[src/rtl/seq_scan_if.sv]
// ---------------------------------------------------------------------------
// seq_scan_if : config handshake and scan control/result bundle for seq_scan_ctrl
// Revision    : 1.0
// ---------------------------------------------------------------------------
`default_nettype none

interface seq_scan_if #(
  parameter int PAT_W  = 4,
  parameter int DATA_W = 16,
  parameter int CNT_W  = 5
);
  logic                      cfg_valid;
  logic [PAT_W-1:0]          cfg_pattern;
  logic                      cfg_ready;
  logic                      start;
  logic [DATA_W-1:0]         data_in;
  logic                      abort;
  logic                      busy;
  logic                      match;
  logic [CNT_W-1:0]          match_count;
  logic                      hit;
  logic [$clog2(DATA_W)-1:0] first_idx;
  logic                      done;

  modport master (
    output cfg_valid, cfg_pattern, start, data_in, abort,
    input  cfg_ready, busy, match, match_count, hit, first_idx, done
  );

  modport slave (
    input  cfg_valid, cfg_pattern, start, data_in, abort,
    output cfg_ready, busy, match, match_count, hit, first_idx, done
  );
endinterface

`default_nettype wire

[src/rtl/seq_scan_ctrl.sv]
// ---------------------------------------------------------------------------
// seq_scan_ctrl : shifts a captured word MSB-first through a Mealy pattern
//                 detector, reporting match pulses, count and first-hit index
// Revision      : 1.0
// ---------------------------------------------------------------------------
`default_nettype none

module seq_scan_ctrl #(
  parameter int PAT_W  = 4,
  parameter int DATA_W = 16,
  parameter int CNT_W  = 5
) (
  input  logic        clk,
  input  logic        rst,
  seq_scan_if.slave   bus
);
  localparam int IDX_W  = $clog2(DATA_W);
  localparam int FILL_W = $clog2(PAT_W + 1);

  localparam logic [1:0] S_IDLE = 2'd0;
  localparam logic [1:0] S_SCAN = 2'd1;
  localparam logic [1:0] S_DONE = 2'd2;

  logic [1:0]        state;
  logic [1:0]        state_nxt;
  logic [PAT_W-1:0]  pattern;
  logic [DATA_W-1:0] shift_reg;
  logic [PAT_W-2:0]  window;
  logic [FILL_W-1:0] fill;
  logic [IDX_W-1:0]  idx;
  logic [CNT_W-1:0]  match_count;
  logic              hit;
  logic [IDX_W-1:0]  first_idx;

  logic              cur_bit;
  logic [PAT_W-1:0]  window_nxt;
  logic              match_w;

  // Window plus the bit under the head is the candidate compared this cycle.
  assign cur_bit    = shift_reg[DATA_W-1];
  assign window_nxt = {window, cur_bit};
  assign match_w    = (state == S_SCAN) && !bus.abort &&
                      (fill >= FILL_W'(PAT_W - 1)) && (window_nxt == pattern);

  always_ff @(posedge clk or negedge rst) begin
    if (!rst) state <= S_IDLE;
    else      state <= state_nxt;
  end

  always_comb begin
    state_nxt = state;
    case (state)
      S_IDLE:  if (bus.start) state_nxt = S_SCAN;
      S_SCAN: begin
        if (bus.abort)                         state_nxt = S_IDLE;
        else if (idx == IDX_W'(DATA_W - 1))    state_nxt = S_DONE;
      end
      S_DONE:  state_nxt = S_IDLE;
      default: state_nxt = S_IDLE;
    endcase
  end

  always_comb begin
    bus.cfg_ready   = (state == S_IDLE);
    bus.busy        = (state == S_SCAN);
    bus.done        = (state == S_DONE);
    bus.match       = match_w;
    bus.match_count = match_count;
    bus.hit         = hit;
    bus.first_idx   = first_idx;
  end

  always_ff @(posedge clk or negedge rst) begin
    if (!rst) begin
      pattern     <= '0;
      shift_reg   <= '0;
      window      <= '0;
      fill        <= '0;
      idx         <= '0;
      match_count <= '0;
      hit         <= 1'b0;
      first_idx   <= '0;
    end else begin
      case (state)
        S_IDLE: begin
          if (bus.cfg_valid) pattern <= bus.cfg_pattern;
          if (bus.start) begin
            shift_reg   <= bus.data_in;
            window      <= '0;
            fill        <= '0;
            idx         <= '0;
            match_count <= '0;
            hit         <= 1'b0;
            first_idx   <= '0;
          end
        end
        S_SCAN: begin
          // An aborted cycle leaves every partial result untouched.
          if (!bus.abort) begin
            shift_reg <= {shift_reg[DATA_W-2:0], 1'b0};
            window    <= window_nxt[PAT_W-2:0];
            if (fill != FILL_W'(PAT_W)) fill <= fill + 1'b1;
            idx <= idx + 1'b1;
            if (match_w) begin
              if (match_count != '1) match_count <= match_count + 1'b1;
              if (!hit) begin
                hit       <= 1'b1;
                first_idx <= idx;
              end
            end
          end
        end
        default: ;
      endcase
    end
  end
endmodule

`default_nettype wire

[src/flat_wrapper.sv]
// flat-port wrapper written by rule: the top's interface ports become plain ports
module seq_scan_ctrl_flat 
#(
  parameter int PAT_W  = 4,
  parameter int DATA_W = 16,
  parameter int CNT_W  = 5
)
  (clk, rst, bus_cfg_valid, bus_cfg_pattern, bus_start, bus_data_in, bus_abort, bus_cfg_ready, bus_busy, bus_match, bus_match_count, bus_hit, bus_first_idx, bus_done);
  seq_scan_if #(.PAT_W(PAT_W), .DATA_W(DATA_W), .CNT_W(CNT_W)) bus_i ();
  input  logic clk;
  input  logic rst;
  input wire logic [$bits(bus_i.cfg_valid)-1:0] bus_cfg_valid;
  input wire logic [$bits(bus_i.cfg_pattern)-1:0] bus_cfg_pattern;
  input wire logic [$bits(bus_i.start)-1:0] bus_start;
  input wire logic [$bits(bus_i.data_in)-1:0] bus_data_in;
  input wire logic [$bits(bus_i.abort)-1:0] bus_abort;
  output wire logic [$bits(bus_i.cfg_ready)-1:0] bus_cfg_ready;
  output wire logic [$bits(bus_i.busy)-1:0] bus_busy;
  output wire logic [$bits(bus_i.match)-1:0] bus_match;
  output wire logic [$bits(bus_i.match_count)-1:0] bus_match_count;
  output wire logic [$bits(bus_i.hit)-1:0] bus_hit;
  output wire logic [$bits(bus_i.first_idx)-1:0] bus_first_idx;
  output wire logic [$bits(bus_i.done)-1:0] bus_done;
  assign bus_i.cfg_valid = bus_cfg_valid;
  assign bus_i.cfg_pattern = bus_cfg_pattern;
  assign bus_i.start = bus_start;
  assign bus_i.data_in = bus_data_in;
  assign bus_i.abort = bus_abort;
  assign bus_cfg_ready = bus_i.cfg_ready;
  assign bus_busy = bus_i.busy;
  assign bus_match = bus_i.match;
  assign bus_match_count = bus_i.match_count;
  assign bus_hit = bus_i.hit;
  assign bus_first_idx = bus_i.first_idx;
  assign bus_done = bus_i.done;
  seq_scan_ctrl #(.PAT_W(PAT_W), .DATA_W(DATA_W), .CNT_W(CNT_W)) u_core (.clk(clk), .rst(rst), .bus(bus_i));
endmodule
[config.mk]
export PLATFORM = sky130hd
export DESIGN_NAME = seq_scan_ctrl_flat
export DESIGN_NICKNAME = d
export VERILOG_FILES = /design/src/rtl/seq_scan_if.sv /design/src/rtl/seq_scan_ctrl.sv /design/src/flat_wrapper.sv
export SDC_FILE = /design/constraint.sdc
export NUM_CORES = 1
export LEC_CHECK = 0
export ABC_AREA = 1
export BUFFER_PORTS_ARGS = -buffer_cell sky130_fd_sc_hd__buf_2
export CAP_MARGIN = 30
export CORE_MARGIN = 2
export CORE_UTILIZATION = 30
export DETAILED_ROUTE_END_ITERATION = 7
export PLACE_DENSITY = 0.5
export SLEW_MARGIN = 40
export SYNTH_ARGS = -nofsm -noshare
export SYNTH_HDL_FRONTEND = slang
export SYNTH_SLANG_ARGS = --single-unit
[constraint.sdc]
create_clock -name clk -period 1.7 [get_ports clk]
set_input_delay 0 -clock clk [delete_from_list [all_inputs] [get_ports clk]]
set_output_delay 0 -clock clk [all_outputs]
set_load 0.02 [all_outputs]
==> impl_metrics.yaml <==
run_status:
  outcome: "finished clean"
floorplan:
  die_area_um2: 7750
  ioPinCount: 39
  core_area_um2: 6830
  die_h_um: 88.1
  initial_utilization_pct: 31.0
  fp.dieW_um: 88.1
  rows: 30
grt:
  grtUsageMet2_pct: 22.3
  track_usage_pct: 13.7
  busiest_layer: "met2"
  grt_pass1_wl_um: 8060
  use_met3_pct: 3.39
  grt_max_degree: 43
  grt_pass1_vias: 1740
  antenna_found_initial: 0
  grt-ovfl-total: 0
  use_met1_pct: 17.6
route:
  vias: 1841
  dr.pass1.iters: 4
  drt_iter0_markers: 93
  drc: 0
  routed_wl_um: 4780
  detail-route-antenna-nets: 0
  via_per_inst: 4.37
  post_drt_wl_per_cell_um: 11.4
sta:
  finalHoldViolCount: 0
  worst_slew_pin_slew_ns: 0.553
  finalClockSkew_ns: 0.00938
  slew_violations: 0
  hold_slack_ns: 0.0162
  rsz0062_at_grt: "yes"
  slew_headroom_pct: 63.1
  post-route-min-period_ns: 1.60
  fmax_mhz: 626
  setup_viol: 0
  finalSetupTns_ns: 0
  post-route-period-util_pct: 94.0
  setup_ws_ns: 0.101
critical_path:
  required_ns: 1.70
  worst_setup_path_start_kind: "register"
  worst-setup-path-type: "register to output pin"
  ff2ff_setup_slack_ns: 0.14
  cp-end-kind: "output pin"
  arrival_ns: 1.60
  path_max_fanout: 4
  rr_worst_depth: 8
hold_path:
  hold_path_class: "primary input to register"
  worstHoldPathCells: 3
power_and_ir_drop:
  p_total_mw: 2.79
  power.density_nw_per_um2: 1000
  vdd_ir_drop_max_uv: 333
  p_leak_nw: 1.41
cts:
  clk_path_buf_depth: 2
  cts_tree: "yes"
  h-tree-depth: 2
  clockRootBuffer: "clkbuf_8"
  path_clk_slew_ns: 0.08
  cts_buffers: 5
  clkSinkCount: 42
  worstSkewPairLatency_ns: 0.30
synth:
  syn_area_um2: 2120
  seq_area_frac_synth_pct: 49.6
  ys_types: 24
  synth_cells: 257
  synth_edf_count: 0
  ys.flop_type: "dfrtp_1"
  synthesis.nets: 288
  synth_seq_cells: 42
  yosysWarnings: 0
  syn_avg_cell_area_um2: 8.25
  async_reset_ff_share_pct: 100
finish:
  largest_register_ffs: 16
  fin_nets: 355
  syn_to_final_growth_pct: 31.0
  layout_commonest_cell: "nand2_1"
  drive_gt1_share_pct: 20.6
  diodes: 0
  final_cell_mix: "nand2_1, dfrtp_1, inv_1, buf_2, o21ai_0"
  instances_no_fill: 421
flow_run:
  cap_violations: 0
placed_design:
  dpl_worst_slack_ns: 0.124
  gp_congestion: 0.783
  dpl.hpwl_um: 3370
  place_inst: 391
  portBuffers: 38
==> worst max-delay path: stages, from the launching register on <==
cell and delay, ns:
dfrtp_1 0.41, ha_2 0.19, ha_1 0.17, nor2_1 0.10
nand2_1 0.07, nand2_1 0.06, inv_1 0.04, nand3_2 0.07
inv_2 0.07, buf_6 0.13
==> synthesized netlist by cell type, types with 2 or more instances <==
cell type  count  area, um2
nand2_1       63        236
dfrtp_1       42       1050
inv_1         38        143
o21ai_0       25        125
nor2_1        18       67.6
o211ai_1      15        113
nand3_1       13       65.1
a21oi_1        8       40.0
ha_1           6       75.1
nand4_1        5       31.3
buf_2          4       20.0
inv_2          3       11.3
o22ai_1        3       18.8
buf_6          2       22.5
nor2_2         2       12.5
nor2_4         2       22.5
==> worst paths after layout <==
check | from | endpoint
max | u_core.fill[0] | bus_match
min | bus_abort | u_core.state[1]
max reg2reg | u_core.bus.match_count[0] | u_core.bus.match_count[0]
min reg2reg | u_core.bus.first_idx[1] | u_core.bus.first_idx[1]
max in group asynchronous | rst | u_core.pattern[0]
min in group asynchronous | rst | u_core.shift_reg[9]
==> logic make-up after synthesis <==
logic type                 synth area share, %
buffers and inverters                     9.62
AOI/OAI and AO/OA                         14.9
xor gates and xnor gates                 0.413
DFF                                       49.6
and+or+nand+nor                           21.9
adders and majority gates                 3.54
==> area by class of cell <==
class,instances,area [um2]
Fill cell,740,4060
Sequential cell,42,1050
Multi-Input combinational cell,166,877
Timing Repair Buffer,67,479
Inverter,42,158
Tap cell,96,120
Clock buffer,7,86.3
Clock inverter,1,5.00
==> layer usage <==
layer | wire (um) | up-vias
met2 | 2260 | 28
met4 | 118 | 0
met3 | 126 | 7
met5 | 0 | -
li1 | - | 967
met1 | 2280 | 839
==> power breakdown <==
part | switching [mW] | internal, mW
clock | 0.343 | 0.328
combinational | 0.493 | 0.317
sequential | 0.101 | 1.20
==> stage by stage <==
| step | area (um2) | utilization, % |
|---|---|---|
| 2_1_floorplan | 2120 | - |
| 3_3_place_gp | 2450 | 35.8 |
| 3_5_place_dp | 2450 | 35.8 |
| 4_1_cts | 2750 | 40.3 |
| 5_1_grt | 2780 | 40.6 |
| 6_report | 2780 | 40.6 |
==> timing repair <==
item,in CTS,in global routing
buffers inserted,0,1
resized for setup,1,5
setup endpoints to repair,1,5
pin swaps,0,3
hold buffers,21,0
cloned,0,0
hold endpoints to repair,62,0
(Power assumes the default switching activity.)
